<file path="src/rtl/bcd_pkg.sv">
// Shared definitions for the bin2bcd arbiter slice.
//   arb_state_t : arbiter FSM encoding (also exported on the debug port)
//   BCD_W       : width of a 4-digit packed BCD result
//   W_MAX       : widest binary word whose value always fits in 4 BCD digits
//   add3_digit  : double-dabble digit correction step
package bcd_pkg;

    typedef enum logic [1:0] {
        IDLE  = 2'd0,
        START = 2'd1,
        WAIT  = 2'd2,
        RESP  = 2'd3
    } arb_state_t;

    localparam int BCD_W = 16;
    localparam int W_MAX = 13;

    // A digit of 5 or more would overflow past 9 when doubled by the next
    // shift, so it is pre-biased by 3 to carry into the next digit instead.
    function automatic logic [3:0] add3_digit(input logic [3:0] d);
        return (d >= 4'd5) ? d + 4'd3 : d;
    endfunction

endpackage

</file>
<file path="src/rtl/bin2bcd.sv">
// Iterative double-dabble binary to BCD converter.
// One bit of the input word is shifted in per cycle, so a conversion takes
// W cycles after start, and done_tick follows in the next cycle.
//   clk, reset : clock, asynchronous active-high reset
//   start      : begin a conversion of bin (accepted only while ready)
//   bin        : binary word, W bits (W <= W_MAX)
//   ready      : converter idle, start will be accepted
//   done_tick  : one-cycle pulse, bcd holds the finished result
//   bcd        : 4-digit packed BCD result, MS digit in [15:12]
module bin2bcd
    import bcd_pkg::*;
#(
    parameter int W = 8
) (
    input  logic             clk,
    input  logic             reset,
    input  logic             start,
    input  logic [W-1:0]     bin,
    output logic             ready,
    output logic             done_tick,
    output logic [BCD_W-1:0] bcd
);

    localparam int CW = $clog2(W + 1);

    logic             running;
    logic [CW-1:0]    cnt;
    logic [W-1:0]     sh;
    logic [BCD_W-1:0] acc;
    logic [BCD_W-1:0] adj;
    logic             done_r;

    always_comb begin
        adj = {add3_digit(acc[15:12]), add3_digit(acc[11:8]),
               add3_digit(acc[7:4]),   add3_digit(acc[3:0])};
    end

    always_ff @(posedge clk or posedge reset) begin
        if (reset) begin
            running <= 1'b0;
            cnt     <= '0;
            sh      <= '0;
            acc     <= '0;
            done_r  <= 1'b0;
        end else begin
            done_r <= 1'b0;
            if (!running) begin
                if (start) begin
                    running <= 1'b1;
                    cnt     <= '0;
                    sh      <= bin;
                    acc     <= '0;
                end
            end else begin
                acc <= {adj[BCD_W-2:0], sh[W-1]};
                sh  <= sh << 1;
                cnt <= cnt + CW'(1);
                if (cnt == CW'(W - 1)) begin
                    running <= 1'b0;
                    done_r  <= 1'b1;
                end
            end
        end
    end

    assign ready     = !running;
    assign done_tick = done_r;
    assign bcd       = acc;

endmodule

</file>
<file path="src/rtl/rr_arbiter.sv">
// Combinational round-robin arbiter.
// Searches req starting at index ptr and wrapping modulo N; the first set
// bit wins. The pointer itself is held by the parent.
//   req    : N request bits
//   ptr    : search start index
//   en     : when low no grant is produced
//   gnt    : one-hot grant (all zero when no grant)
//   gnt_id : encoded index of the granted requester (0 when no grant)
module rr_arbiter #(
    parameter  int N   = 4,
    localparam int IDW = $clog2(N)
) (
    input  logic [N-1:0]   req,
    input  logic [IDW-1:0] ptr,
    input  logic           en,
    output logic [N-1:0]   gnt,
    output logic [IDW-1:0] gnt_id
);

    logic found;
    int   idx;

    always_comb begin
        gnt    = '0;
        gnt_id = '0;
        found  = 1'b0;
        idx    = 0;
        for (int i = 0; i < N; i++) begin
            idx = int'(ptr) + i;
            if (idx >= N) begin
                idx = idx - N;
            end
            if (en && !found && req[idx]) begin
                found    = 1'b1;
                gnt[idx] = 1'b1;
                gnt_id   = IDW'(idx);
            end
        end
    end

endmodule

</file>
<file path="src/rtl/bin2bcd_arbiter.sv">
// Round-robin front end sharing one bin2bcd converter among N requesters.
//
// Handshake: a requester holds req_valid[i] high with req_bin stable until
// it sees req_ready[i] high in the same cycle; the transfer happens on that
// rising edge. req_ready is one-hot, only ever asserted in IDLE while the
// converter is ready, and is combinational from req_valid/ptr/state.
// The result is presented by a one-cycle rsp_valid pulse with no
// back-pressure; rsp_id/rsp_bcd hold until the next result is captured.
//
//   clk, reset     : clock, asynchronous active-high reset (also resets converter)
//   req_valid      : N pending-request bits
//   req_bin        : N flattened W-bit words, requester i at [i*W +: W]
//   req_ready      : one-hot grant
//   rsp_valid      : one-cycle result pulse
//   rsp_id         : index of the requester owning the result
//   rsp_bcd        : 4-digit BCD result
//   busy           : high whenever the FSM is not in IDLE
//   conv_count     : completed conversions, wraps at 16 bits
//   cnt_preset     : load conv_count from cnt_preset_val (bring-up/debug hook)
//   cnt_preset_val : value loaded by cnt_preset
//   state_dbg      : current FSM state
module bin2bcd_arbiter
    import bcd_pkg::*;
#(
    parameter  int N   = 4,
    parameter  int W   = 8,
    localparam int IDW = $clog2(N)
) (
    input  logic             clk,
    input  logic             reset,
    input  logic [N-1:0]     req_valid,
    input  logic [N*W-1:0]   req_bin,
    input  logic             cnt_preset,
    input  logic [15:0]      cnt_preset_val,
    output logic [N-1:0]     req_ready,
    output logic             rsp_valid,
    output logic [IDW-1:0]   rsp_id,
    output logic [BCD_W-1:0] rsp_bcd,
    output logic             busy,
    output logic [15:0]      conv_count,
    output arb_state_t       state_dbg
);

    arb_state_t       state;
    arb_state_t       state_nxt;
    logic [IDW-1:0]   ptr;
    logic [W-1:0]     bin_q;
    logic [IDW-1:0]   id_q;

    logic             conv_start;
    logic             conv_ready;
    logic             conv_done;
    logic [BCD_W-1:0] conv_bcd;

    logic             arb_en;
    logic [N-1:0]     arb_gnt;
    logic [IDW-1:0]   arb_id;
    logic             hs;

    // Gating on reset keeps req_ready low during reset even though the
    // state register already reads IDLE.
    assign arb_en = (state == IDLE) && conv_ready && !reset;

    rr_arbiter #(.N(N)) u_arb (
        .req    (req_valid),
        .ptr    (ptr),
        .en     (arb_en),
        .gnt    (arb_gnt),
        .gnt_id (arb_id)
    );

    // The arbiter only grants valid requesters, so any grant is a transfer.
    assign hs        = |arb_gnt;
    assign req_ready = arb_gnt;

    assign conv_start = (state == START);

    bin2bcd #(.W(W)) u_conv (
        .clk       (clk),
        .reset     (reset),
        .start     (conv_start),
        .bin       (bin_q),
        .ready     (conv_ready),
        .done_tick (conv_done),
        .bcd       (conv_bcd)
    );

    always_comb begin
        state_nxt = state;
        case (state)
            IDLE:    if (hs) state_nxt = START;
            START:   state_nxt = WAIT;
            WAIT:    if (conv_done) state_nxt = RESP;
            RESP:    state_nxt = IDLE;
            default: state_nxt = IDLE;
        endcase
    end

    always_ff @(posedge clk or posedge reset) begin
        if (reset) begin
            state      <= IDLE;
            ptr        <= '0;
            bin_q      <= '0;
            id_q       <= '0;
            rsp_id     <= '0;
            rsp_bcd    <= '0;
            conv_count <= '0;
        end else begin
            state <= state_nxt;
            if (hs) begin
                bin_q <= req_bin[arb_id*W +: W];
                id_q  <= arb_id;
                ptr   <= (arb_id == IDW'(N - 1)) ? '0 : arb_id + IDW'(1);
            end
            if (state == WAIT && conv_done) begin
                rsp_bcd <= conv_bcd;
                rsp_id  <= id_q;
            end
            if (cnt_preset) begin
                conv_count <= cnt_preset_val;
            end else if (state == WAIT && conv_done) begin
                conv_count <= conv_count + 16'd1;
            end
        end
    end

    // Decoded straight from the state register, so these behave as
    // registered outputs.
    assign rsp_valid = (state == RESP);
    assign busy      = (state != IDLE);
    assign state_dbg = state;

endmodule
</file>
<file path="config.mk">
export PLATFORM = sky130hd
export DESIGN_NAME = bin2bcd_arbiter
export DESIGN_NICKNAME = d
export VERILOG_FILES = /design/src/rtl/bcd_pkg.sv /design/src/rtl/bin2bcd.sv /design/src/rtl/rr_arbiter.sv /design/src/rtl/bin2bcd_arbiter.sv
export SDC_FILE = /design/constraint.sdc
export NUM_CORES = 1
export LEC_CHECK = 0
export CORE_UTILIZATION = 42
export CTS_BUF_LIST = sky130_fd_sc_hd__clkbuf_16
export CTS_CLUSTER_DIAMETER = 100
export CTS_CLUSTER_SIZE = 12
export DETAILED_ROUTE_END_ITERATION = 8
export GPL_ROUTABILITY_DRIVEN = 0
export GPL_TIMING_DRIVEN = 0
export PLACE_DENSITY = 0.74
export SETUP_SLACK_MARGIN = 0.05
export SYNTH_ARGS = -nofsm -noshare
export SYNTH_HDL_FRONTEND = slang
export SYNTH_SLANG_ARGS = --single-unit
</file>
<file path="constraint.sdc">
create_clock -name clk -period 9.2 [get_ports clk]
set_input_delay 1.84 -clock clk [delete_from_list [all_inputs] [get_ports clk]]
set_output_delay 1.84 -clock clk [all_outputs]
set_load 0.01 [all_outputs]
</file>
==> impl_metrics.env, run 1 <==
export IMPL_outcome="finished clean"
export IMPL_timing_reg2reg_worst_path_depth=11
export IMPL_utilization_pct=57.4
export IMPL_grt_remaining_overflow=0
export IMPL_dieWidth_um=106
export IMPL_layout_nets=650
export IMPL_grt_max_degree=77
export IMPL_hold_slack_ps=474
export IMPL_cts_buffer_depth=2
export IMPL_synth_cell_types=45
export IMPL_ys_warn_count=0
export IMPL_hold_path_class="flop to flop"
export IMPL_synth_edf_count=0
export IMPL_fp_dieH_um=106
export IMPL_yosysTopAreaCell="dfrtp_1"
export IMPL_finalHoldViolCount=0
export IMPL_viasPerCell=5.14
export IMPL_async_flop_share_pct=100
export IMPL_arrival_ps=4240
export IMPL_coreArea_um2=10400
export IMPL_setup_tns_ps=0
export IMPL_dieArea_um2=11200
export IMPL_finalMaxSlewViolations=0
export IMPL_setup_viol=0
export IMPL_min_period_over_period_pct=66.1
export IMPL_synth_most_common_cell="nand2_1"
export IMPL_path_clk_slew_ps=60
export IMPL_vias=3665
export IMPL_power_density_nw_per_um2=267
export IMPL_drt_total_wl_um=9740
export IMPL_synth_area_leaders="dfrtp_1 (43%), mux2i_1 (8.4%), nand2_1 (7.3%)"
export IMPL_ys_seq_area_share_pct=43.3
export IMPL_cts_tree="built"
export IMPL_clk_latency_ps=340
export IMPL_grt_pass1_wl_um=16200
export IMPL_synthTopCellsByCount="nand2_1 (88), dfrtp_1 (78), o21ai_0 (53), mux2i_1 (38), ha_1 (23)"
export IMPL_maxCapViolCount=0
export IMPL_post_cts_buffers=0
export IMPL_antenna_found_initial=0
export IMPL_ir_drop_mv=0.140
export IMPL_period_minus_slack_ps=6080
export IMPL_tightest_slew_ps=668
export IMPL_syn_nets=543
export IMPL_drtIter0Drc=211
export IMPL_ios=97
export IMPL_timing_fmax_ghz=0.164
export IMPL_drcViolationCount=0
export IMPL_setup_worst_path_end_class="output pin"
export IMPL_synthFlopType="dfrtp_1"
export IMPL_cts_resized_gates=0
export IMPL_start_util_pct=43.5
export IMPL_rows=37
export IMPL_start_kind="input pin"
export IMPL_slew_headroom_pct=55.5
export IMPL_track_usage_pct=18.1
export IMPL_hold_depth=2
export IMPL_area_growth_pct=31.9
export IMPL_synthCells=465
export IMPL_cts_buffers=9
export IMPL_crit_type="input pin to output pin"
export IMPL_cts_hold_buf=0
export IMPL_avgSynthCellArea_um2=9.70
export IMPL_avgRoutedWirePerCell_um=13.7
export IMPL_crit_fanout=8
export IMPL_finalClockSkew_ps=5.93
export IMPL_htreeDepth=3
export IMPL_first_global_vias=3515
export IMPL_synth_top_area_share_pct=43.3
export IMPL_p_leak_nw=2.58
export IMPL_rsz0062_at_grt="false"
export IMPL_hpwl_um=7310
export IMPL_cts_root_buffer="clkbuf_16"
export IMPL_ant_nets=0
export IMPL_critPathRequiredTime_ps=7360
export IMPL_drive_gt1_share_pct=7.80
export IMPL_io_buffers=95
export IMPL_antenna_cells=0
export IMPL_clock_sinks=78
export IMPL_drt_pass1_iter_count=4
export IMPL_ys_ff_latch=78
export IMPL_syn_area_um2=4510
layout make-up:
| cell class | instances | area, um^2 |
|---|---|---|
| well taps | 136 | 170 |
| clock inverters | 7 | 61.3 |
| repair buffers | 96 | 978 |
| fillers | 946 | 4420 |
| multi-input cells | 346 | 2370 |
| plain buffers | 23 | 120 |
| clock buffers | 9 | 225 |
| flip-flops and latches | 78 | 1950 |
| inverters | 18 | 70.1 |
state kept, by name, summed over array words and instances, names as in the netlist:
name              cells
conv_count           16
rsp_bcd              16
u_conv.bcd           16
bin_q                 8
u_conv.sh             8
u_conv.cnt            4
id_q                  2
ptr                   2
rsp_id                2
state_dbg             2
u_conv.done_tick      1
u_conv.running        1
worst max-delay path, cell delays in order:
cell and delay [ps]:
clkdlybuf4s50_1 600, mux2i_1 120, a211oi_1 290, a32o_1 330, a22oi_1 120, o22ai_1 330
clkdlybuf4s50_1 610
layout by cell type (no fill, tap or decap), types with 6 or more instances in the layout:
cell / instances
nor2b_1: 6
ha_1: 23
clkdlybuf4s50_1: 95
o31ai_1: 8
a21oi_1: 9
nand2_1: 88
xnor2_1: 7
nand2b_1: 14
nor2_1: 11
mux2_4: 10
o21ai_0: 53
dfrtp_1: 78
nand4_1: 6
mux2i_1: 38
inv_1: 17
nor3b_1: 8
clkbuf_1: 14
nand3_1: 9
clkbuf_16: 9
xor2_1: 14
through the flow:
step / worst slack (ps) / cells / cell area (um^2) / total power (W)
floorplan: 4260 / 465 / 4510 / 0.00101
global placement: 3220 / 696 / 5630 / 0.00121
detailed placement: 3140 / 697 / 5660 / 0.00125
CTS: 3140 / 713 / 5950 / 0.00160
global route: 2960 / 713 / 5950 / 0.00170
finish: 3120 / 713 / 5950 / 0.00159
metal layers:
layer,share of wire [%],track usage [%]
met1,44,23.0
met2,49,30.6
met3,5.4,2.97
met4,1.3,7.64
met5,0,0
path summary, 6_finish.rpt:
path                              start            end  slack [ps]
max                        req_valid[1]   req_ready[0]        3120
min                         rsp_bcd[10]    rsp_bcd[10]         470
max reg2reg                      ptr[0]        id_q[1]        5860
min reg2reg                 rsp_bcd[10]    rsp_bcd[10]         470
max in group asynchronous         reset  u_conv.bcd[1]        6920
min in group asynchronous         reset   state_dbg[1]        1750
kinds of logic after synthesis:
logic type,count (synthesis),share of synthesized area (%)
AOI/OAI and AO/OA,89,11.6
xor gates and xnor gates,21,4.08
adders and majority gates,23,6.38
buffers and inverters,41,4.16
DFF,78,43.3
muxes,54,13.8
and+or+nand+nor,159,16.8
power breakdown:
part,internal [W],total [W],switching (W),leakage [nW]
sequential,0.000460,0.000552,0.0000923,0.997
clock,0.000188,0.000342,0.000153,0.135
combinational,0.000345,0.000695,0.000349,1.44
total,0.000993,0.00159,0.000595,2.58
(Power assumes the default switching activity.)
==> run 2, diff against run 1 <==
--- a/config.mk
+++ b/config.mk
@@ -12,7 +12,7 @@
 export DETAILED_ROUTE_END_ITERATION = 8
 export GPL_ROUTABILITY_DRIVEN = 0
 export GPL_TIMING_DRIVEN = 0
-export PLACE_DENSITY = 0.74
+export PLACE_DENSITY = 0.77
 export SETUP_SLACK_MARGIN = 0.05
 export SYNTH_ARGS = -nofsm -noshare
 export SYNTH_HDL_FRONTEND = slang
==> constraint.sdc (replaced) <==
create_clock -name clk -period 4.9 [get_ports clk]
set_input_delay 0.98 -clock clk [delete_from_list [all_inputs] [get_ports clk]]
set_output_delay 0.98 -clock clk [all_outputs]
set_load 0.01 [all_outputs]
==> run 2 against run 1 <==
Against the previous run: combinational power increased by 88%; power increased by 88%; clock skew is 0.66 ps lower.
==> impl_metrics.env, run 2 (synthesis gave the netlist of run 1 again) <==
export IMPL_setup_tns_ps=0
export IMPL_crit_type="input pin to output pin"
export IMPL_placed_cell_area_um2=5660
export IMPL_drcViolationCount=0
export IMPL_io_buffers=95
export IMPL_coreArea_um2=10400
export IMPL_power_density_nw_per_um2=502
export IMPL_crit_slowest_cell="clkdlybuf4s50_1"
export IMPL_rows=37
export IMPL_cts_tree="built"
export IMPL_path_clk_slew_ps=60
export IMPL_grt_pass1_wl_um=16800
export IMPL_dieArea_um2=11200
export IMPL_timing_reg2reg_worst_path_depth=11
export IMPL_drtIter0Drc=152
export IMPL_timing_fmax_ghz=0.224
export IMPL_ios=97
export IMPL_drt_pass1_iter_count=4
export IMPL_period_minus_slack_ps=4460
export IMPL_hold_depth=2
export IMPL_start_kind="input pin"
export IMPL_arrival_ps=3480
export IMPL_clk_latency_ps=330
export IMPL_setup_worst_path_end_class="output pin"
export IMPL_min_period_over_period_pct=91.1
export IMPL_hpwl_um=7380
export IMPL_drive_gt1_share_pct=7.63
export IMPL_cts_hold_buf=0
export IMPL_area_growth_pct=31.8
export IMPL_post_cts_buffers=0
export IMPL_viasPerCell=5.15
export IMPL_cts_resized_gates=0
export IMPL_worst_path_most_repeated_cell="clkdlybuf4s50_1"
export IMPL_path_cells="clkdlybuf4s50_1 > nor2b_1 > a211oi_1 > a32o_1 > a22oi_1 > o22ai_1 > clkdlybuf4s50_1"
export IMPL_setup_viol=0
export IMPL_cts_buffer_depth=2
export IMPL_finalHoldViolCount=0
export IMPL_layout_common_cells="clkdlybuf4s50_1 (95), nand2_1 (88), dfrtp_1 (78)"
export IMPL_hp_start="rsp_bcd[11]"
export IMPL_hold_slack_ps=470
export IMPL_antenna_cells=0
export IMPL_crit_fanout=6
export IMPL_r2r_start="ptr[0]"
export IMPL_clock_sinks=78
export IMPL_fin_area_um2=5950
export IMPL_critPathRequiredTime_ps=3920
export IMPL_finalMaxSlewViolations=0
export IMPL_holdPathEnd="rsp_bcd[11]"
export IMPL_avgRoutedWirePerCell_um=13.7
export IMPL_ant_nets=0
export IMPL_cp_slowest_stage_delay_ps=620
export IMPL_layout_commonest_cell="clkdlybuf4s50_1"
export IMPL_dieWidth_um=106
export IMPL_utilization_pct=57.3
export IMPL_tightest_slew_ps=673
export IMPL_nFillCells=910
export IMPL_grt_max_degree=45
export IMPL_finalClockSkew_ps=5.27
export IMPL_rsz0062_at_grt="false"
export IMPL_drt_total_wl_um=9770
export IMPL_track_usage_pct=18.6
export IMPL_p_leak_nw=2.58
export IMPL_rrSetupSlack_ps=1560
export IMPL_hold_path_class="flop to flop"
export IMPL_start_util_pct=43.5
export IMPL_reg2reg_to="ptr[0]"
export IMPL_outcome="finished clean"
export IMPL_first_global_vias=3636
export IMPL_fp_dieH_um=106
export IMPL_slew_headroom_pct=55.1
export IMPL_ir_drop_mv=0.256
export IMPL_layout_nets=650
export IMPL_htreeDepth=3
export IMPL_maxCapViolCount=0
export IMPL_grt_remaining_overflow=0
export IMPL_cts_root_buffer="clkbuf_16"
export IMPL_total_power_w=0.00299
export IMPL_vias=3670
export IMPL_cts_buffers=9
export IMPL_antenna_found_initial=0
run 2: how the worst max path moves through the flow:
stage / from / endpoint
detailed placement: req_valid[2] / req_ready[3]
CTS: req_valid[1] / req_ready[3]
global route: req_valid[1] / req_ready[3]
global placement: req_valid[1] / req_ready[1]
floorplan: req_valid[3] / req_ready[1]
finish: req_valid[2] / req_ready[3]
run 2: layout make-up:
| type | instances | area (um^2) | area share, % |
|---|---|---|---|
| multi-input combinational | 346 | 2370 | 39.9 |
| sequential | 78 | 1950 | 32.8 |
| timing repair buffer | 96 | 971 | 16.3 |
| clock buffer | 9 | 225 | 3.79 |
| tap | 136 | 170 | 2.86 |
| buffer | 23 | 120 | 2.02 |
| inverter | 18 | 70.1 | 1.18 |
| clock inverter | 7 | 65.1 | 1.09 |
run 2: critical path, delay by kind of cell:
| family | cells | cell delay [ps] |
|---|---|---|
| AOI/OAI and AO/OA | 4 | 1190 |
| and+or+nand+nor | 1 | 200 |
| buffers and inverters | 2 | 1120 |
run 2: per-stage QoR:
stage / setup slack, ps / cells
after detailed placement: 514 / 697
after global routing: 328 / 713
after floorplan: 1680 / 465
final: 437 / 713
after global placement: 635 / 696
after CTS: 509 / 713
run 2: power breakdown:
part | switching (W) | internal (W) | total (W)
registers | 0.000172 | 0.000864 | 0.00104
clock network | 0.000253 | 0.000390 | 0.000643
logic | 0.000661 | 0.000646 | 0.00131
run 2: layer usage:
metal  global-route usage, %  part of all wire, %
met1                    23.5                   46
met2                    32.3                   48
met3                    3.65                  4.8
met4                    5.36                  1.1
met5                       0                    0
==> run 3, diff against run 2 <==
--- a/config.mk
+++ b/config.mk
@@ -8,12 +8,12 @@
 export CORE_UTILIZATION = 42
 export CTS_BUF_LIST = sky130_fd_sc_hd__clkbuf_16
 export CTS_CLUSTER_DIAMETER = 100
-export CTS_CLUSTER_SIZE = 12
+export CTS_CLUSTER_SIZE = 8
 export DETAILED_ROUTE_END_ITERATION = 8
 export GPL_ROUTABILITY_DRIVEN = 0
 export GPL_TIMING_DRIVEN = 0
 export PLACE_DENSITY = 0.77
-export SETUP_SLACK_MARGIN = 0.05
+export SETUP_SLACK_MARGIN = 0.02
 export SYNTH_ARGS = -nofsm -noshare
 export SYNTH_HDL_FRONTEND = slang
 export SYNTH_SLANG_ARGS = --single-unit
==> results of run 3 <==
The final DEF is identical to that of run 2; final timing and power are the same.
==> RTL change 1, RTL diff (config.mk and constraints of run 1) <==
`W` is set to 8 in 2 places; all go to 4.
--- a/src/rtl/bin2bcd.sv
+++ b/src/rtl/bin2bcd.sv
@@ -12,3 +12,3 @@
 #(
-    parameter int W = 8
+    parameter int W = 4
 ) (
--- a/src/rtl/bin2bcd_arbiter.sv
+++ b/src/rtl/bin2bcd_arbiter.sv
@@ -25,3 +25,3 @@
     parameter  int N   = 4,
-    parameter  int W   = 8,
+    parameter  int W   = 4,
     localparam int IDW = $clog2(N)
Ports: changed (resized req_bin); port bits go from 97 to 81. No check against the original RTL was run, so the function may have changed too.
==> RTL change 1 against run 1 <==
Total power shrank 10%; cell area shrank 11%; wire length shrank 4.7%; sequential cell count shrank 9; sequential power shrank 12%; die area shrank 10%; synthesized area shrank 11%; clock power shrank 4%; worst setup slack lost 6.7 ps; synthesized cell count shrank 11%; critical endpoint unchanged; largest power group unchanged.
==> RTL change 1: results (changes against run 1) <==
* Setup bufs post-CTS at 0 (unchanged)
* Global-route wire length before repair at 15.27 mm (-6.0%)
* Detailed Route WL at 9.284 mm (-4.7%)
* Critical R2R Capture: bin_q[2]$_DFFE_PP0P_
* Largest net degree at the start of global routing at 70 (-9.1%)
* Worst-path clk slew at 50 ps
* Layout cells sized above 1 at 8.008% (+0.21 points)
* Crit-path slowest cell: mux4_2
* Gr usage total at 19.51% (+1.4 points)
* Via Count at 3267 (-11%)
* Setup Skew at 7.541 ps (+1.607 ps)
* H-tree depth at 3 (unchanged)
* Worst VDD drop at 0.1301 mV (-6.9%)
* CP top delay family: buffers and inverters
* Worst Hold Endpoint: rsp_bcd[15]$_DFFE_PP0P_
* Post-DP Area at 4996 um^2 (-12%)
* Cells on worst reg2reg path at 9 (-2)
* Worst Path Max Fanout at 9 (+1)
* Largest stage delay, worst path at 630 ps (+20 ps)
* Setup TNS at 0 ps (unchanged)
* RR Startpoint: ptr[0]$_DFFE_PP0P_
* Crit path arrival time at 4250 ps (about the same)
* Worst hold path class: reg2reg
* Post-CTS Resized at 0 (unchanged)
* Worst-skew pair later-pin latency at 320 ps (-20 ps)
* Final hold slack at 470.5 ps (-3.561 ps)
* Worst hold path depth at 2 (unchanged)
* Initial DRT Pass Iterations at 5 (+1)
* Leak at 2.290 nW (-11%)
* Iter 0 DRT Violations at 128 (-39%)
* CP startpoint: req_valid[2]
* Fillcell total at 795 (-16%)
* Synth cell count leaders: nand2_1, dfrtp_1, o21ai_0
* Ant. Diodes at 0 (unchanged)
* Max-slew headroom at 43.39% (-12 points)
* Syn Nets at 479 (-12%)
* Sequential area share after synthesis at 42.83% (-0.43 points)
* Nets at 570 (-12%)
* Reg-to-reg slack, setup at 5780 ps (-80 ps)
* Top cells by area, synth: dfrtp_1, nand2_1, ha_1
* Post-detail-place hpwl at 6.773 mm (-7.3%)
* Port buffer count at 80 (-16%)
* Vias in the first global route at 3103 (-12%)
* Hold Startpoint: rsp_bcd[15]$_DFFE_PP0P_
* Root buffer cell: clkbuf_16
* Status: finished clean
-- RTL change 1: cell count changes in the layout (fill, tap and decap cells not counted), sizes merged, moves of 5 or more --
cell / before / now
mux4: 1 / 7
mux2i: 39 / 12
buf: 10 / 5
clkdlybuf4s50: 95 / 80
nor2b: 6 / 1
o21ai: 53 / 47
dfrtp: 78 / 69
-- RTL change 1: power by group --
part	internal (mW)	total [mW]	switching, mW
Clock	0.206	0.328	0.122
Sequential	0.402	0.486	0.0841
Combinational	0.297	0.616	0.319
-- RTL change 1: logic make-up (layout without fill, tap and decap cells) --
family | count (synthesis) | after routing | synth area share, %
simple gates | 157 | 157 | 18.87
buf+inv | 38 | 134 | 4.035
xor+xnor | 21 | 21 | 4.562
mux | 29 | 29 | 10.24
flops | 69 | 69 | 42.83
compound gates | 78 | 78 | 12.01
fa+ha+maj | 24 | 24 | 7.449
-- RTL change 1: area by class of cell --
class                           count  area (um^2)  area share (%)
Inverter                           20        77.57           1.469
Clock inverter                      7        58.81           1.114
Tap cell                          129        161.4           3.057
Buffer                             18        87.58           1.659
Multi-Input combinational cell    309         2142           40.57
Clock buffer                        9        225.2           4.265
Timing Repair Buffer               80        800.8           15.17
Sequential cell                    69         1727           32.70
-- RTL change 1: through the flow --
step           std cells  setup slack (ps)
2_1_floorplan        416              4327
3_3_place_gp         625              3194
3_5_place_dp         625              3127
4_1_cts              641              3123
5_1_grt              641              2944
6_report             641              3112
-- RTL change 1: metal layers --
layer / vias up / track usage (%) / wire length, um
met1: 1564 / 26.25 / 4380
met4: 0 / 7.023 / 112
li1: 1615 / - / -
met5: - / 0 / 0
met3: 6 / 3.691 / 318
met2: 82 / 31.56 / 4472
==> RTL change 2, RTL diff (settings of run 1) <==
Made on the original files. Register the output `conv_count` once more, with the module's reset; this adds one clock of latency there. The other outputs are not delayed to match.
--- a/src/rtl/bin2bcd_arbiter.sv
+++ b/src/rtl/bin2bcd_arbiter.sv
@@ -42,2 +42,4 @@
 );
+
+    logic [15:0] conv_count_s0;
 
@@ -106,3 +108,3 @@
             rsp_bcd    <= '0;
-            conv_count <= '0;
+            conv_count_s0 <= '0;
         end else begin
@@ -119,5 +121,5 @@
             if (cnt_preset) begin
-                conv_count <= cnt_preset_val;
+                conv_count_s0 <= cnt_preset_val;
             end else if (state == WAIT && conv_done) begin
-                conv_count <= conv_count + 16'd1;
+                conv_count_s0 <= conv_count_s0 + 16'd1;
             end
@@ -132,2 +134,10 @@
 
+    always_ff @(posedge clk or posedge reset) begin
+        if (reset) begin
+            conv_count <= '0;
+        end else begin
+            conv_count <= conv_count_s0;
+        end
+    end
+
 endmodule
Behaviour: not the same (Yosys sat finds a counterexample within 4 cycles, from zero or initial values and one cycle with reset high).
==> RTL change 2 against run 1 <==
Worst hold slack worse by 56 ps; wire length is 8.8% higher; largest power group unchanged; critical endpoint is now req_ready[3]; sequential cell count up 16; synthesized area is 8.0% higher; maximum frequency decreased by 2.6%; worst setup slack got worse by 160 ps; critical path depth unchanged; global-route usage up 1.1 points; final cell count fell by 1.3%; non-clock buffer count is 1 lower; total power is 9.1% higher; cell area grew 6.4%.
==> RTL change 2: results (changes against run 1) <==
* Worst VDD drop at 0.1098 mV (-21%)
* Status: finished clean
* Synthesized area per cell at 10.80 um^2 (+11%)
* Syn Nets at 530 (-2.4%)
* Largest net degree at the start of global routing at 62 (-19%)
* Seq cells post-synth at 94 (+21%)
* Worst Path Max Fanout at 10 (+2)
* Cell Count, Final, Fillers Out at 704 (-1.3%)
* Global-route wire length before repair at 17.84 mm (+9.9%)
* Invs w/o clock at 21 (+3)
* Drt via density at 5.301 (+3.1%)
* CP startpoint: req_valid[3]
* Unique cell type count in the Yosys netlist at 41 (-8.9%)
* Cells on worst reg2reg path at 10 (-1)
* Ant. Diodes at 0 (unchanged)
* Leak at 2.737 nW (+6.2%)
* Sequential cell area at 2352 um^2 (+21%)
* Hold Startpoint: conv_count_s0[15]$_DFFE_PP0P_
* Post-Syn Area at 4872 um^2 (+8.0%)
* Layout cells sized above 1 at 11.17% (+3.4 points)
* Critical Path End: req_ready[3]
* Iter 0 DRT Violations at 143 (-32%)
* Vias in the first global route at 3750 (+6.7%)
* Top cells by area, synth: dfrtp_1, ha_1, o21ai_0
* Synth-to-Final Area Change at 29.87%
* Final hold slack at 417.8 ps (-56.22 ps)
* #MultiIn Comb at 315 (-9.0%)
* Worst hold path class: reg2reg
* Setup Skew at 13.04 ps (+7.106 ps)
* Critical R2R Capture: bin_q[7]$_DFFE_PP0P_
* Synth async-reset ratio at 100.0% (unchanged)
* Worst hold path depth at 0 (-2)
* Gr usage total at 19.24% (+1.1 points)
* Crit path arrival time at 4410 ps (+170 ps)
* Met3 wire length at 510 um (-2.7%)
* Nets at 638 (-1.8%)
* Fillcell total at 960 (+1.5%)
* Placed insts at 688 (-1.3%)
* Post-detail-place hpwl at 7.896 mm (+8.1%)
* Worst-margin pin slew at 693.2 ps (+25.54 ps)
* Fraction of area in multi-input gates at 36.78% (-3.1 points)
* Buffering overhead at 17.42% (-1.0 points)
* DR WL met2 at 5.249 mm (+9.1%)
* Worst Hold Endpoint: conv_count[15]$_DFF_PP0_
* Sequential area share after synthesis at 48.28% (+5.0 points)
* Port buffer count at 96 (+1.1%)
* Met1 wire length at 4.732 mm (+10%)
* WL/cell at 15.06 um (+10%)
* Post-DP Area at 6038 um^2 (+6.6%)
* Clock-cell share of area at 4.568% (-0.25 points)
* Synth cell count leaders: dfrtp_1, nand2_1, o21ai_0
* Reg-to-reg slack, setup at 5750 ps (-110 ps)
* Number of non-clock buffers at 118 (-0.84%)
RTL change 2: cell count changes in the layout (fill, tap and decap cells not counted), sizes merged, moves of 4 or more:
cell / run 1 / this run
mux2i: 39 / 17
nand2: 88 / 66
dfrtp: 78 / 94
mux4: 1 / 11
mux2: 14 / 23
a311oi: 0 / 4
nand3b: 2 / 6
nand4: 6 / 2
nor2b: 6 / 2
RTL change 2: kinds of logic (layout without fill, tap and decap cells):
| family | count (synthesis) | in the layout | share of synthesized area, % |
|---|---|---|---|
| buffers and inverters | 42 | 155 | 3.955 |
| xor gates and xnor gates | 21 | 21 | 3.775 |
| muxes | 51 | 51 | 14.28 |
| AOI/OAI and AO/OA | 85 | 85 | 9.990 |
| adders and majority gates | 24 | 24 | 6.163 |
| DFF | 94 | 94 | 48.28 |
| and+or+nand+nor | 134 | 134 | 13.56 |
RTL change 2: routing by layer:
layer / up-vias / track usage [%]
li1: 1785 / -
met1: 1821 / 25.36
met2: 118 / 32.97
met3: 8 / 3.260
met4: 0 / 4.857
met5: - / 0
RTL change 2: metrics by stage:
step	util [%]	setup WS [ps]
6_report	57.12	2954
3_3_place_gp	54.24	3119
2_1_floorplan	-	4283
3_5_place_dp	54.51	3019
4_1_cts	57.12	3009
5_1_grt	57.12	2874
RTL change 2: power by group:
group	internal, mW	switching, mW	leakage (nW)
Clock	0.190	0.170	0.137
Sequential	0.539	0.0979	1.20
Combinational	0.362	0.374	1.40
RTL change 2: worst max-delay path, cell delays in order:
cell,delay (ps)
clkdlybuf4s50_1,580
mux4_2,630
nor2_1,400
and3_1,230
a311oi_1,70
inv_1,110
clkdlybuf4s50_1,540
